--- src/rtl/cpu_pkg.sv ---
// Shared CPU definitions: next-PC operation encoding used by the control FSM
// and the program-counter unit.
package cpu_pkg;

   localparam int PC_W_DEF = 12;

   typedef enum logic [1:0] {
      PC_SEQ = 2'b00,
      PC_JMP = 2'b01,
      PC_RET = 2'b10,
      PC_BR  = 2'b11
   } pc_oper_e;

   // Sign-extend an 8-bit branch displacement; callers truncate to PC width.
   function automatic logic [31:0] sext8(input logic [7:0] v);
      return {{24{v[7]}}, v};
   endfunction

endpackage

--- src/rtl/ret_stack.sv ---
// Hardware return-address LIFO with registered pointer and status flags;
// over/underflow are single-cycle pulses and the offending operation is dropped.
module ret_stack #(
   parameter int W     = 12,
   parameter int DEPTH = 8
) (
   input  logic         clk_i,
   input  logic         rst_ni,
   input  logic         push_i,
   input  logic         pop_i,
   input  logic [W-1:0] data_i,
   output logic [W-1:0] top_o,
   output logic         full_o,
   output logic         empty_o,
   output logic         overflow_o,
   output logic         underflow_o
);

   localparam int AW  = $clog2(DEPTH);
   localparam int SPW = AW + 1;
   localparam logic [SPW-1:0] SP_FULL = SPW'(DEPTH);

   logic [W-1:0]   mem_q [DEPTH];
   logic [SPW-1:0] sp_q, sp_d;
   logic           full_q, empty_q;
   logic           do_push_s, do_pop_s;
   logic [AW-1:0]  top_idx_s;

   always_comb begin
      do_push_s = push_i & ~full_q;
      do_pop_s  = pop_i & ~empty_q;
      sp_d      = sp_q;
      if (do_push_s) begin
         sp_d = sp_q + SPW'(1);
      end else if (do_pop_s) begin
         sp_d = sp_q - SPW'(1);
      end else begin
         sp_d = sp_q;
      end
   end

   // Index wraps naturally: with sp == DEPTH the low bits are zero, top is DEPTH-1.
   assign top_idx_s   = sp_q[AW-1:0] - AW'(1);
   assign top_o       = mem_q[top_idx_s];
   assign full_o      = full_q;
   assign empty_o     = empty_q;
   assign overflow_o  = push_i & full_q;
   assign underflow_o = pop_i & empty_q;

   always_ff @(posedge clk_i) begin
      if (!rst_ni) begin
         sp_q    <= '0;
         full_q  <= 1'b0;
         empty_q <= 1'b1;
      end else begin
         sp_q    <= sp_d;
         full_q  <= (sp_d == SP_FULL);
         empty_q <= (sp_d == '0);
      end
   end

   always_ff @(posedge clk_i) begin
      if (rst_ni && do_push_s) begin
         mem_q[sp_q[AW-1:0]] <= data_i;
      end
   end

endmodule

--- src/rtl/pc_unit.sv ---
// Program-counter unit: next-PC selection, return-address stack and
// single-level interrupt entry/return with a saved return PC.
module pc_unit
   import cpu_pkg::*;
#(
   parameter int PC_W        = PC_W_DEF,
   parameter int STACK_DEPTH = 8,
   parameter int RESET_VEC   = 0,
   parameter int INT_VEC     = 1
) (
   input  logic            clk,
   input  logic            rst,
   input  logic            pc_en_i,
   input  logic [1:0]      pc_oper_i,
   input  logic            jsb_i,
   input  logic            branch_taken_i,
   input  logic [PC_W-1:0] target_i,
   input  logic [7:0]      disp_i,
   input  logic            int_ack_i,
   input  logic            reti_i,
   output logic [PC_W-1:0] pc_o,
   output logic            int_active_o,
   output logic            stack_empty_o,
   output logic            stack_full_o,
   output logic            stack_err_o
);

   logic [PC_W-1:0] pc_q, pc_d, saved_q, saved_d;
   logic            int_active_q, int_active_d, err_q, err_d;
   logic [PC_W-1:0] pc_inc_s, next_pc_s, stk_top_s;
   logic            push_s, pop_s, entry_s, nest_s, iret_s, step_s;
   logic            stk_full_s, stk_empty_s, stk_ovf_s, stk_unf_s;

   assign pc_inc_s = pc_q + PC_W'(1);

   always_comb begin
      next_pc_s = pc_inc_s;
      push_s    = 1'b0;
      pop_s     = 1'b0;
      case (pc_oper_e'(pc_oper_i))
         PC_SEQ: next_pc_s = pc_inc_s;
         PC_JMP: begin
            next_pc_s = target_i;
            push_s    = jsb_i;
         end
         PC_RET: begin
            pop_s     = 1'b1;
            next_pc_s = stk_empty_s ? pc_inc_s : stk_top_s;
         end
         PC_BR:   next_pc_s = branch_taken_i ? pc_inc_s + PC_W'(sext8(disp_i)) : pc_inc_s;
         default: next_pc_s = pc_inc_s;
      endcase
   end

   // A nested int_ack is only an error; the same cycle's reti is then ignored.
   assign entry_s = int_ack_i & ~int_active_q;
   assign nest_s  = int_ack_i & int_active_q;
   assign iret_s  = reti_i & int_active_q & ~int_ack_i;
   assign step_s  = pc_en_i & ~iret_s;

   ret_stack #(
      .W     (PC_W),
      .DEPTH (STACK_DEPTH)
   ) u_ret_stack (
      .clk_i       (clk),
      .rst_ni      (rst),
      .push_i      (step_s & push_s),
      .pop_i       (step_s & pop_s),
      .data_i      (pc_inc_s),
      .top_o       (stk_top_s),
      .full_o      (stk_full_s),
      .empty_o     (stk_empty_s),
      .overflow_o  (stk_ovf_s),
      .underflow_o (stk_unf_s)
   );

   always_comb begin
      pc_d         = pc_q;
      saved_d      = saved_q;
      int_active_d = int_active_q;
      err_d        = err_q | nest_s | stk_ovf_s | stk_unf_s;
      if (entry_s) begin
         saved_d      = pc_en_i ? next_pc_s : pc_q;
         pc_d         = PC_W'(INT_VEC);
         int_active_d = 1'b1;
      end else if (iret_s) begin
         pc_d         = saved_q;
         int_active_d = 1'b0;
      end else if (step_s) begin
         pc_d = next_pc_s;
      end else begin
         pc_d = pc_q;
      end
   end

   always_ff @(posedge clk) begin
      if (!rst) begin
         pc_q         <= PC_W'(RESET_VEC);
         saved_q      <= '0;
         int_active_q <= 1'b0;
         err_q        <= 1'b0;
      end else begin
         pc_q         <= pc_d;
         saved_q      <= saved_d;
         int_active_q <= int_active_d;
         err_q        <= err_d;
      end
   end

   assign pc_o          = pc_q;
   assign int_active_o  = int_active_q;
   assign stack_empty_o = stk_empty_s;
   assign stack_full_o  = stk_full_s;
   assign stack_err_o   = err_q;

endmodule

--- config.mk ---
export PLATFORM = sky130hd
export DESIGN_NAME = pc_unit
export DESIGN_NICKNAME = d
export VERILOG_FILES = /design/src/rtl/cpu_pkg.sv /design/src/rtl/ret_stack.sv /design/src/rtl/pc_unit.sv
export SDC_FILE = /design/constraint.sdc
export NUM_CORES = 1
export LEC_CHECK = 0
export ABC_AREA = 1
export CAP_MARGIN = 25
export CORE_MARGIN = 3
export CORE_UTILIZATION = 40
export DETAILED_ROUTE_END_ITERATION = 8
export REMOVE_ABC_BUFFERS = 1
export SETUP_SLACK_MARGIN = 0.02
export SKIP_CTS_REPAIR_TIMING = 1
export SYNTH_ARGS = -nofsm -noshare
export SYNTH_HDL_FRONTEND = slang
export SYNTH_SLANG_ARGS = --single-unit
--- constraint.sdc ---
create_clock -name clk -period 2.4 [get_ports clk]
set_input_delay 0.48 -clock clk [delete_from_list [all_inputs] [get_ports clk]]
set_output_delay 0.48 -clock clk [all_outputs]
set_load 0.1 [all_outputs]
Word level (Yosys, flattened, before mapping)
Memories as Yosys holds them, arrays and structs flattened. Index checks and enable logic that the tools add are counted.

Flip-flop bits (word level): 32. Bits in writable memories: 96. Bits of input ports: 29. Output and inout bits: 16. Word-level logic and storage cells: 60. Memories kept: 1.

Memories: u_ret_stack.mem_q (depth 8, width 12, read ports 1, clocked after Yosys merged registers in 0, wr ports 1, line ret_stack.sv:23) `logic [W-1:0] mem_q [DEPTH];`.

Add/sub/neg operators: 5. Equality and inequality tests: 4. Multiplexer cells: 15. Bitwise logic cells: 20. Reductions and logical operators: 7.

Operator list (count): $mux W12 (5); $pmux W12 S4 (1); $add A12 B1 Y12 const B (1); $add A12 B12 Y12 (1); $and A1 B1 Y1 (11); $mux W4 (2); $mux W1 (7); $not A1 Y1 (6); $add A4 B1 Y4 const B (1); $eq A2 B2 Y1 const B (2); $eq A4 B4 Y1 const B (1); $logic_not A4 Y1 (1); $reduce_bool A2 Y1 (2); $sub A4 B1 Y4 const B (1); $or A1 B1 Y1 (3); $reduce_bool A3 Y1 (1); $sub A3 B1 Y3 const B (1); $eq A2 B1 Y1 const B (1); $logic_not A2 Y1 (1); $reduce_or A2 Y1 (1); $logic_and A1 B1 Y1 (1).

Longest topological paths before layout
Gate-level depths: netlist (run 1).

Word-level depth: 9. Depth in mapped cells: 22. Depth with buffers taken out: 22.

Cells and area by module
From an unflattened synthesis (run 1), not the netlist that was laid out.

Cells, all modules: 786. Area total of the unflattened synthesis: 6727.7 um2.

Modules (own cells, without submodules): ret_stack (instances 1, cells an instance 372, area each 4235.3 um2); pc_unit (instances 1, cells an instance 414, area each 2492.4 um2).

Worst setup path before layout (run 1)
No wires, ideal clock.

Kind: register to register. From: register pc_q[0], in the netlist pc_o[0]. To: register pc_q[11], in the netlist pc_o[11]. Arrival: 3.351 ns. Data required time: 2.291 ns. Slack: -1.060 ns. Stages on the path, launching flop included: 20. Path buffers: 0. Cells stage by stage: dfxtp_1 -> inv_2 -> nor2_2 -> nand2_1 -> nor2_2 -> nand2_1 -> xor2_1 -> ha_1 -> nand2_1 -> inv_1 -> a21oi_1 -> nand4_1 -> nand3_1 -> nand2_1 -> nand3_1 -> nand2_1 -> nand2_1 -> nand3_1 -> nand2_1 -> inv_1.

Longest elaborated chain between the ends: 6. Elaborated cells between the ends (all ways): 7. Classes of those cells: 2 x add/sub; 5 x mux.

RTL lines: start, declared (line pc_unit.sv:28) `logic [PC_W-1:0] pc_q, pc_d, saved_q, saved_d;`; start signal, assigned (line pc_unit.sv:98) `pc_q <= PC_W'(RESET_VEC);`; start signal, assigned (line pc_unit.sv:103) `pc_q <= pc_d;`; $add A12 B1 Y12 (line pc_unit.sv:34) `assign pc_inc_s = pc_q + PC_W'(1);`; via pc_inc_s[0] (line pc_unit.sv:30) `logic [PC_W-1:0] pc_inc_s, next_pc_s, stk_top_s;`; $add A12 B12 Y12 (line pc_unit.sv:50) `PC_BR: next_pc_s = branch_taken_i ? pc_inc_s + PC_W'(sext8(disp_i)) : pc_inc_s;`; $mux W12 (line pc_unit.sv:50); $pmux W12 S4 (line pc_unit.sv:40) `case (pc_oper_e'(pc_oper_i))`; $mux W12 (line pc_unit.sv:89) `end else if (step_s) begin`; $mux W12 (line pc_unit.sv:86) `end else if (iret_s) begin`.

The timed path passes the listed nets, and every way through them passes these cells. The select of a mux whose other input is x is not followed. A chain may end at the register's enable or synchronous reset.

Worst setup path after layout (run 1)
From: register pc_q[0], in the netlist pc_o[0]. To: register saved_q[11].

Longest elaborated chain between the ends: 5. Elaborated cells between the ends (all ways): 6. Classes of those cells: 2 x add/sub; 4 x mux.

RTL lines: $add A12 B1 Y12 (line pc_unit.sv:34); via pc_inc_s[10] (line pc_unit.sv:30); $add A12 B12 Y12 (line pc_unit.sv:50); $mux W12 (line pc_unit.sv:50); $pmux W12 S4 (line pc_unit.sv:40); $mux W12 (line pc_unit.sv:83) `saved_d = pc_en_i ? next_pc_s : pc_q;`; end signal, assigned (line pc_unit.sv:104) `saved_q <= saved_d;`; end, declared (line pc_unit.sv:28).

The timed path passes the listed nets, and every way through them passes these cells.

==> impl_results.md, run 1 <==
* CP cell instances: ha_4 -> nand3_4 -> nor3_4 -> nand2_1 -> xor2_1 -> inv_1 -> ha_4 -> nand2_4 -> nor2_4 -> nand3_2 -> nand3_2 -> nand2_2 -> nand3_2 -> nand2_1 -> nand3_2 -> nand2_2 -> nand2_2 -> nand2_1 -> nand2_1 -> nand2_1
* CTS tree: done
* Crit Path Category: reg -> reg
* Worst path slowest cell: dfxtp_2
* Hold Crit Start: saved_q[7]
* Skew-Pair Late Insertion Delay at 0.42 ns
* Vias at 6,027
* Max-slew violations at 0
* Relative slew slack at 0.646
* Most common cell after layout, fill and taps aside: nand2_1
* Worst flop-to-flop path endpoint: saved_q[11]
* DRT Pass-1 Iters at 6
* Fin. Hold Viols at 0
* Area share of the largest cell type after synthesis at 0.436
* Ys async rst share at 0
* Crit share post-route at 1.08
* Yosys cell types at 43
* Clock sink count at 128
* Worst r2r path cells at 20
* Register bit total from synthesis at 128
* Largest net degree at the start of global routing at 48
* Routed Antenna Nets at 0
* Layout fillers at 1,445
* WP data required at 2.71 ns
* Fmax at 386 MHz
* Crit. End Element: register
* Max-cap violations at 0
* Netlist area before placement at 0.00661 mm²
* Clock tree buffer depth at 2
* Core area at 0.0161 mm²
* Least-Margin Pin Slew at 0.530 ns
* Clk slew on worst S/H paths at 0.06 ns
* Area grow syn2layout at 36.1%
* Nets@finish at 958
* Top FF cell, synth: edfxtp_1
* Syn Inst Count at 769
* Avg WL per Cell at 18.5 µm
* # rows at 46
* Leading area contributor after synthesis: edfxtp_1
* Period minus WS final at 2.59 ns
* Largest fanout on the critical path at 4
* Root Buffer: clkbuf_16
* Dpl cells at 1,104
* Initial antenna violation count at 0
* Hold WC Path Type: reg -> reg
* Yosys synthesis warning count at 0
* EDFF count, synth at 96
* Post-DP HPWL at 14,900 µm
* Status: complete, but fails checks
* Most used cell, CP: nand2_1
* Final worst slack at -0.194 ns
* Final GP Congestion at 1.00
* Initial Util at 0.412
* First-pass GRT wire length at 31,500 µm
* DR vias/cell at 5.28
* Layout cells sized above 1 at 0.275
* Die Y at 135 µm
* DP Area at 0.00800 mm²
* Total track usage at 0.231
* TritonCTS Buffers at 17
* Remaining global-route overflow at 0
* P_leak at 3.79 nW
* Die X at 135 µm
* Failing checks: setup timing
* # setup viols final at 14
* Final instance area at 0.00900 mm²
* Top post-synthesis cells by area: edfxtp_1, nand2_1, dfxtp_1, nand3_1, nor2_1
* Initial DRC count at 652
* H-Tree Depth at 4
* Data arrival time of the critical path at 2.91 ns
* WL final at 21,100 µm
* Vias in the first global route at 5,717
* Syn_area_per_cell at 8.60 µm²
* # diodes at 0
* Hold path depth at 2
* Io pins at 45
* DRC at 0
* IR drop worst, VDD at 0.592 mV
* CP Buf/Inv Count at 1
* Commonest cells after routing, fill and taps aside: nand2_1, buf_4, edfxtp_1, nor2_1, inv_1
* Power Dens Cells at 677 mW/mm²
* Crit path max-delay family: simple AND/OR/NAND/NOR gates
* Sequential share of the synthesized area at 0.533
* Clock Skew at 0.00981 ns
* Flop2flop setup slack at -0.19 ns
* Layout Cells excl Fill at 1,141
* Port Buffers at 44
* RSZ-0062 raised after global routing: yes
* CP startpoint kind: register
* Die area at 0.0181 mm²
* Reg-to-reg critical path startpoint: pc_o[0]
* WHS Endpoint: saved_q[7]
* Max stage delay on crit path at 0.37 ns
==> worst reg2reg max path, cell delays in order, from the launching register on <==
cell     delay, ns
dfxtp_2       0.37
ha_4          0.16
nand3_4       0.08
nor3_4        0.25
nand2_1       0.09
xor2_1        0.17
inv_1         0.12
ha_4          0.30
nand2_4       0.06
nor2_4        0.12
nand3_2       0.10
nand3_2       0.08
nand2_2       0.06
nand3_2       0.07
nand2_1       0.06
nand3_2       0.11
nand2_2       0.06
nand2_2       0.08
nand2_1       0.05
nand2_1       0.05
nand2_1       0.04
==> how the worst max path moves through the flow <==
stage	startpoint	to	slack (ns)	cells after the start
floorplan	u_ret_stack.sp_q[0]	pc_o[1]	-1.36	13
global placement	pc_o[1]	pc_o[10]	-0.33	19
detailed placement	pc_o[0]	pc_o[11]	-0.42	19
CTS	pc_o[0]	pc_o[11]	-0.43	19
global route	pc_o[1]	pc_o[11]	-0.32	20
finish	pc_o[0]	saved_q[11]	-0.19	20
==> registers in the layout (all words and copies together) (netlist names) <==
| name | cells |
|---|---|
| pc_o | 12 |
| u_ret_stack.empty_o | 1 |
| u_ret_stack.full_o | 1 |
| u_ret_stack.sp_q | 4 |
| saved_q | 12 |
| u_ret_stack.mem_q | 96 |
| stack_err_o | 1 |
| int_active_o | 1 |
==> final cells by class <==
class                   count  area, µm²  share of cell area
flip-flops and latches    128       3530               0.392
multi-input cells         539       3110               0.346
repair buffers            149       1250               0.139
clock buffers              18        429              0.0477
inverters                  77        292              0.0324
well taps                 216        270              0.0300
clock inverters            14        118              0.0131
==> metal layers <==
layer | routed length, µm | part of all wire | track usage
met1 | 9080 | 0.43 | 0.308
met2 | 9920 | 0.47 | 0.366
met3 | 1300 | 0.062 | 0.0555
met4 | 748 | 0.036 | 0.0916
met5 | 0 | 0 | 0
==> where the power goes <==
| part | switching [mW] | internal [mW] |
|---|---|---|
| Sequential | 0.0263 | 2.43 |
| Clock | 0.974 | 1.42 |
| Combinational | 0.801 | 0.448 |
==> Yosys cell counts (2+ instances only) <==
cell type and number:
nand3_1 68, nor2_1 79, or2_2 3, ha_1 16
inv_1 66, o21ai_1 12, buf_2 12, nor3_1 8
buf_4 2, o221ai_1 2, a31oi_1 6, a22o_1 2
buf_1 3, clkinv_1 2, nand2_1 201, xor2_1 11
nand4_1 6, nor2_4 2, o21ai_0 46, dfxtp_1 32
o21bai_1 2, nor2_2 3, edfxtp_1 96, a21oi_1 43
o211ai_1 5, clkbuf_1 8, inv_2 8, o22ai_1 10
==> cell families after synthesis <==
group / Yosys count / share of synthesized area
AO/OA/AOI/OAI: 133 / 0.111
XOR/XNOR: 12 / 0.0170
adder cells (fa/ha/maj): 17 / 0.0333
buffers and inverters: 102 / 0.0617
flip-flops: 128 / 0.533
AND/OR/NAND/NOR: 377 / 0.244
==> through the flow <==
stage,power [mW],utilization,TNS [ns],setup WS (ns),hold slack [ns]
6_report,6.09,0.560,-1.55,-0.194,0.452
5_1_grt,6.33,0.560,-3.74,-0.317,0.473
4_1_cts,6.01,0.532,-4.72,-0.432,0.454
3_5_place_dp,3.63,0.498,-25.38,-0.425,0.437
3_3_place_gp,3.61,0.498,-21.64,-0.333,0.437
2_1_floorplan,3.13,-,-74.88,-1.36,0.416
No activity file was read; power rests on OpenSTA's default activity.
==> inputs of run 2 (changes only) <==
--- a/config.mk
+++ b/config.mk
@@ -10,6 +10,7 @@
 export CORE_MARGIN = 3
 export CORE_UTILIZATION = 40
 export DETAILED_ROUTE_END_ITERATION = 8
+export GPL_TIMING_DRIVEN = 0
 export REMOVE_ABC_BUFFERS = 1
 export SETUP_SLACK_MARGIN = 0.02
 export SKIP_CTS_REPAIR_TIMING = 1
==> run 2 against run 1 <==
The run still ends with setup timing left. Design area increased by 0.61%. Clock power up 6%. Global-route usage shrank 1.6 points. Non-clock buffer count down 38. Combinational power barely moved. Clock-buffer cell count decreased by 1. Worst setup slack worse by 0.18 ns. Wire length rose by 0.11%. First-iteration DRC count decreased by 31%.
==> impl_results.md, run 2 (synthesized netlist as in run 1, its figures left out) <==
* Int Power at 4.39 mW
* Vias at 5,958
* # setup viols final at 20
* Worst flop-to-flop path endpoint: pc_o[11]
* WHS Endpoint: saved_q[7]
* WL final at 21,100 µm
* Die Y at 135 µm
* DRT Pass-1 Iters at 7
* CTS tree: done
* Hold path depth at 2
* Worst r2r path cells at 20
* Max-cap violations at 0
* Reg-to-reg critical path startpoint: pc_o[0]
* TritonCTS Buffers at 17
* Most common cell after layout, fill and taps aside: nand2_1
* Fmax at 360 MHz
* DP Area at 0.00734 mm²
* Avg WL per Cell at 19.0 µm
* Routed Antenna Nets at 0
* Largest fanout on the critical path at 4
* Psw at 1.85 mW
* Period minus WS final at 2.77 ns
* Clock tree buffer depth at 2
* Dpl cells at 1,013
* Root Buffer: clkbuf_16
* # diodes at 0
* Area grow syn2layout at 37.0%
* Clock Skew at 0.00606 ns
* Commonest cells after routing, fill and taps aside: nand2_1, edfxtp_1, nor2_1, nand3_1, inv_1
* Status: complete, but fails checks
* Nets@finish at 924
* Total track usage at 0.215
* # rows at 46
* Combinational share of power at 0.196
* Flop2flop setup slack at -0.37 ns
* Final worst slack at -0.374 ns
* Core area at 0.0161 mm²
* Die X at 135 µm
* DRC at 0
* Skew-Pair Late Insertion Delay at 0.43 ns
* Data arrival time of the critical path at 3.10 ns
* Failing checks: setup timing
* RSZ-0062 raised after global routing: yes
* Largest net degree at the start of global routing at 49
* Relative slew slack at 0.338
* CP cell instances: ha_4 -> nand3_4 -> nor3_4 -> nand2_2 -> xor2_4 -> clkinv_4 -> ha_4 -> nand2_2 -> nor2_2 -> nand3_1 -> nand3_1 -> nand2_2 -> nand3_2 -> nand2_1 -> nand3_2 -> nand2_2 -> nand2_2 -> nand3_2 -> nand2_1 -> inv_1
* Remaining global-route overflow at 0
* Power Dens Cells at 689 mW/mm²
* Port Buffers at 44
* Least-Margin Pin Slew at 0.992 ns
* CP startpoint kind: register
* Hold Crit Start: saved_q[7]
* Clock power frac at 0.405
* IR drop worst, VDD at 0.367 mV
* Fin. Hold Viols at 0
* Crit Path Category: reg -> reg
* Initial Util at 0.412
* WP data required at 2.73 ns
* Post-DP HPWL at 13,400 µm
* Final instance area at 0.00905 mm²
* Layout Cells excl Fill at 1,107
* Vias in the first global route at 5,405
* Max-slew violations at 0
* Layout cells sized above 1 at 0.246
* Crit. End Element: register
* Max stage delay on crit path at 0.39 ns
* Max reg flops at 96
* Final core occ at 0.564
* Setup TNS Final at -4.01 ns
* Most used cell, CP: nand2_2
* Die area at 0.0181 mm²
* Initial antenna violation count at 0
* Final GP Congestion at 0.907
* Crit share post-route at 1.16
* Layout fillers at 1,365
* First-pass GRT wire length at 29,600 µm
* H-Tree Depth at 4
* Io pins at 45
* DR vias/cell at 5.38
* Worst path slowest cell: dfxtp_4
* Net Sw Frac at 0.296
* CP Buf/Inv Count at 2
* Crit path max-delay family: simple AND/OR/NAND/NOR gates
* Clock sink count at 128
* Initial DRC count at 447
* Clk slew on worst S/H paths at 0.06 ns
* Hold WC Path Type: reg -> reg
* Sequential Power Share at 0.399
* P_leak at 3.89 nW
* WHS at 0.454 ns
==> run 2: cell types whose count changed in the layout (fill, tap and decap cells not counted), sizes merged <==
cell           delta
bufinv            +1
dlymetal6s2s     +17
clkbuf            +3
inv               -2
clkinvlp         +12
clkinv            -6
clkdlybuf4s50     -3
buf              -56
==> run 2: power groups by stage <==
stage / logic (mW) / registers, mW / clock network [mW]
floorplan: 0.488 / 2.65 / 0
global placement: 0.910 / 2.54 / 0
global route: 1.33 / 2.49 / 2.66
detailed placement: 0.944 / 2.52 / 0
CTS: 0.949 / 2.48 / 2.55
finish: 1.22 / 2.49 / 2.53
==> run 2: tightest hold or removal path: stages (launching register included) <==
cell     delay, ns
dfxtp_1       0.31
nand2_1       0.06
nand2_1       0.05
==> run 2: final cells by class <==
type / instances / area [µm²] / area share
clock buffers: 17 / 425 / 0.0470
repair buffers: 111 / 1070 / 0.118
well taps: 216 / 270 / 0.0298
repair inverters: 4 / 37.5 / 0.00415
flip-flops and latches: 128 / 3550 / 0.392
inverters: 77 / 352 / 0.0388
clock inverters: 15 / 158 / 0.0174
multi-input cells: 539 / 3200 / 0.353
==> run 2: metal layers <==
metal | vias up | share of wire | GRT usage
li1 | 2833 | - | -
met1 | 2885 | 0.41 | 0.267
met2 | 196 | 0.52 | 0.383
met3 | 44 | 0.050 | 0.0432
met4 | 0 | 0.022 | 0.0588
met5 | - | 0 | 0
==> run 2: worst max-delay path by stage <==
| stage | slack (ns) | end | start | depth (start not counted) |
|---|---|---|---|---|
| floorplan | -1.36 | pc_o[1] | u_ret_stack.sp_q[0] | 13 |
| global placement | -3.68 | pc_o[1] | u_ret_stack.sp_q[0] | 13 |
| detailed placement | -1.83 | pc_o[9] | u_ret_stack.sp_q[0] | 12 |
| CTS | -1.87 | pc_o[9] | u_ret_stack.sp_q[0] | 12 |
| global route | -0.55 | pc_o[11] | pc_o[0] | 20 |
| finish | -0.37 | pc_o[11] | pc_o[0] | 20 |
==> run 2: stage by stage <==
step	power (mW)	setup slack (ns)
global route	6.47	-0.548
CTS	5.98	-1.87
global placement	3.45	-3.68
finish	6.24	-0.374
detailed placement	3.47	-1.83
floorplan	3.13	-1.36
==> inputs of run 3 (changes only) <==
--- a/config.mk
+++ b/config.mk
@@ -12,7 +12,6 @@
 export DETAILED_ROUTE_END_ITERATION = 8
 export GPL_TIMING_DRIVEN = 0
 export REMOVE_ABC_BUFFERS = 1
-export SETUP_SLACK_MARGIN = 0.02
 export SKIP_CTS_REPAIR_TIMING = 1
 export SYNTH_ARGS = -nofsm -noshare
 export SYNTH_HDL_FRONTEND = slang
==> run 3 against run 2 <==
The flow still finishes with violations (setup timing). Clock skew rose by 0.0055 ns. Core utilization fell by 0.33 points. Worst hold slack barely moved. Clock power barely moved. Final cell count fell by 0.45%. Die area did not move. Worst setup slack got worse by 0.0010 ns. Total power fell by 0.21%. Largest power group unchanged.
==> impl_results.md, run 3 (synthesized netlist as in run 1, its figures left out) <==
* Layout Cells excl Fill at 1,102
* Worst path slowest cell: dfxtp_4
* Fmax at 360 MHz
* # setup viols final at 20
* IR drop worst, VDD at 0.368 mV
* Tot Pwr at 6.23 mW
* # rows at 46
* Final worst slack at -0.375 ns
* Status: complete, but fails checks
* Port Buffers at 44
* Final GP Congestion at 0.907
* Most used cell, CP: nand2_2
* H-Tree Depth at 4
* Max reg flops at 96
* Vias at 5,975
* Largest fanout on the critical path at 4
* Die area at 0.0181 mm²
* Nets@finish at 919
* DRC at 0
* Initial DRC count at 454
* Max stage delay on crit path at 0.40 ns
* # diodes at 0
* Least-Margin Pin Slew at 0.990 ns
* Layout cells sized above 1 at 0.240
* Layout fillers at 1,364
* Initial Util at 0.412
* Post-DP HPWL at 13,400 µm
* Die X at 135 µm
* TritonCTS Buffers at 17
* DRT Pass-1 Iters at 5
* Clock Skew at 0.0115 ns
* Setup TNS Final at -4.33 ns
* Max-cap violations at 0
* Dpl cells at 1,013
* First-pass GRT wire length at 29,600 µm
* CP startpoint kind: register
* Period minus WS final at 2.78 ns
* RSZ-0062 raised after global routing: yes
* Flop2flop setup slack at -0.38 ns
* Crit. End Element: register
* Io pins at 45
* Max-slew violations at 0
* Most common cell after layout, fill and taps aside: nand2_1
* Clk slew on worst S/H paths at 0.06 ns
* Power Dens Cells at 692 mW/mm²
* Hold WC Path Type: reg -> reg
* Crit share post-route at 1.16
* Core area at 0.0161 mm²
* Root Buffer: clkbuf_16
* Vias in the first global route at 5,405
* Commonest cells after routing, fill and taps aside: nand2_1, edfxtp_1, nor2_1, nand3_1, inv_1
* Largest net degree at the start of global routing at 49
* WL final at 20,900 µm
* Area grow syn2layout at 36.2%
* Data arrival time of the critical path at 3.10 ns
* Clock tree buffer depth at 2
* WP data required at 2.73 ns
* CP cell instances: ha_4 -> nand3_4 -> nor3_4 -> nand2_2 -> xor2_4 -> clkinv_4 -> ha_4 -> nand2_2 -> nor2_2 -> nand3_1 -> nand3_1 -> nand2_2 -> nand3_2 -> nand2_1 -> nand3_2 -> nand2_2 -> nand2_2 -> nand3_2 -> nand2_1 -> inv_1
* P_leak at 3.85 nW
* Die Y at 135 µm
* Clock sink count at 128
* Routed Antenna Nets at 0
* Crit Path Category: reg -> reg
* CTS tree: done
* Relative slew slack at 0.339
* Fin. Hold Viols at 0
* Total track usage at 0.215
* Failing checks: setup timing
* Skew-Pair Late Insertion Delay at 0.43 ns
* Remaining global-route overflow at 0
* Avg WL per Cell at 19.0 µm
* Initial antenna violation count at 0
* DR vias/cell at 5.42
[run 3: cell types whose count changed in the layout (fill, tap and decap cells not counted)]
| cell | before | now |
|---|---|---|
| buf_2 | 1 | 0 |
| buf_4 | 52 | 49 |
| buf_6 | 9 | 8 |
| nor2_2 | 7 | 9 |
| nor2_4 | 9 | 7 |
| o21ai_0 | 43 | 44 |
| o21ai_2 | 5 | 4 |
[run 3: final cells by class]
class                           count  area, µm²  area share
Multi-Input combinational cell    539       3180       0.353
Timing Repair Buffer              106       1030       0.114
Timing Repair inverter              4       37.5     0.00417
Tap cell                          216        270      0.0300
Clock inverter                     15        158      0.0175
Clock buffer                       17        425      0.0473
Sequential cell                   128       3550       0.394
Inverter                           77        352      0.0391
[run 3: worst paths after layout]
path,startpoint,end,cells past startpoint
worst min-delay path,saved_q[4],saved_q[4],2
worst max-delay path,pc_o[0],pc_o[11],20
worst max register to register,pc_o[0],pc_o[11],20
worst min register to register,saved_q[4],saved_q[4],2
[run 3: routing by layer]
metal  GRT usage  share of wire  vias up
li1            -              -     2820
met4      0.0588          0.020        0
met2       0.383           0.52      197
met3      0.0432          0.049       38
met5           0              0        -
met1       0.267           0.41     2920
[run 3: per-stage QoR]
stage / hold slack [ns] / area [µm²] / util / worst slack (ns)
after detailed placement: 0.434 / 7340 / 0.457 / -1.83
after global routing: 0.464 / 9000 / 0.561 / -0.548
after CTS: 0.452 / 7920 / 0.493 / -1.87
final: 0.454 / 9000 / 0.561 / -0.375
after floorplan: 0.416 / 6490 / - / -1.36
after global placement: 0.431 / 7210 / 0.449 / -3.68
[run 3: where the power goes]
| group | internal (mW) | switching [mW] | leakage (nW) |
|---|---|---|---|
| Combinational | 0.425 | 0.783 | 2.45 |
| Sequential | 2.43 | 0.0608 | 1.13 |
| Clock | 1.53 | 0.997 | 0.273 |
| Total | 4.39 | 1.84 | 3.85 |
[run 3: critical path, delay by kind of cell, from the launching register on]
family / cells / cell delay (ns)
AND/OR/NAND/NOR: 15 / 1.47
flip-flops: 1 / 0.40
buffers and inverters: 2 / 0.13
XOR/XNOR: 1 / 0.24
adder cells (fa/ha/maj): 2 / 0.45
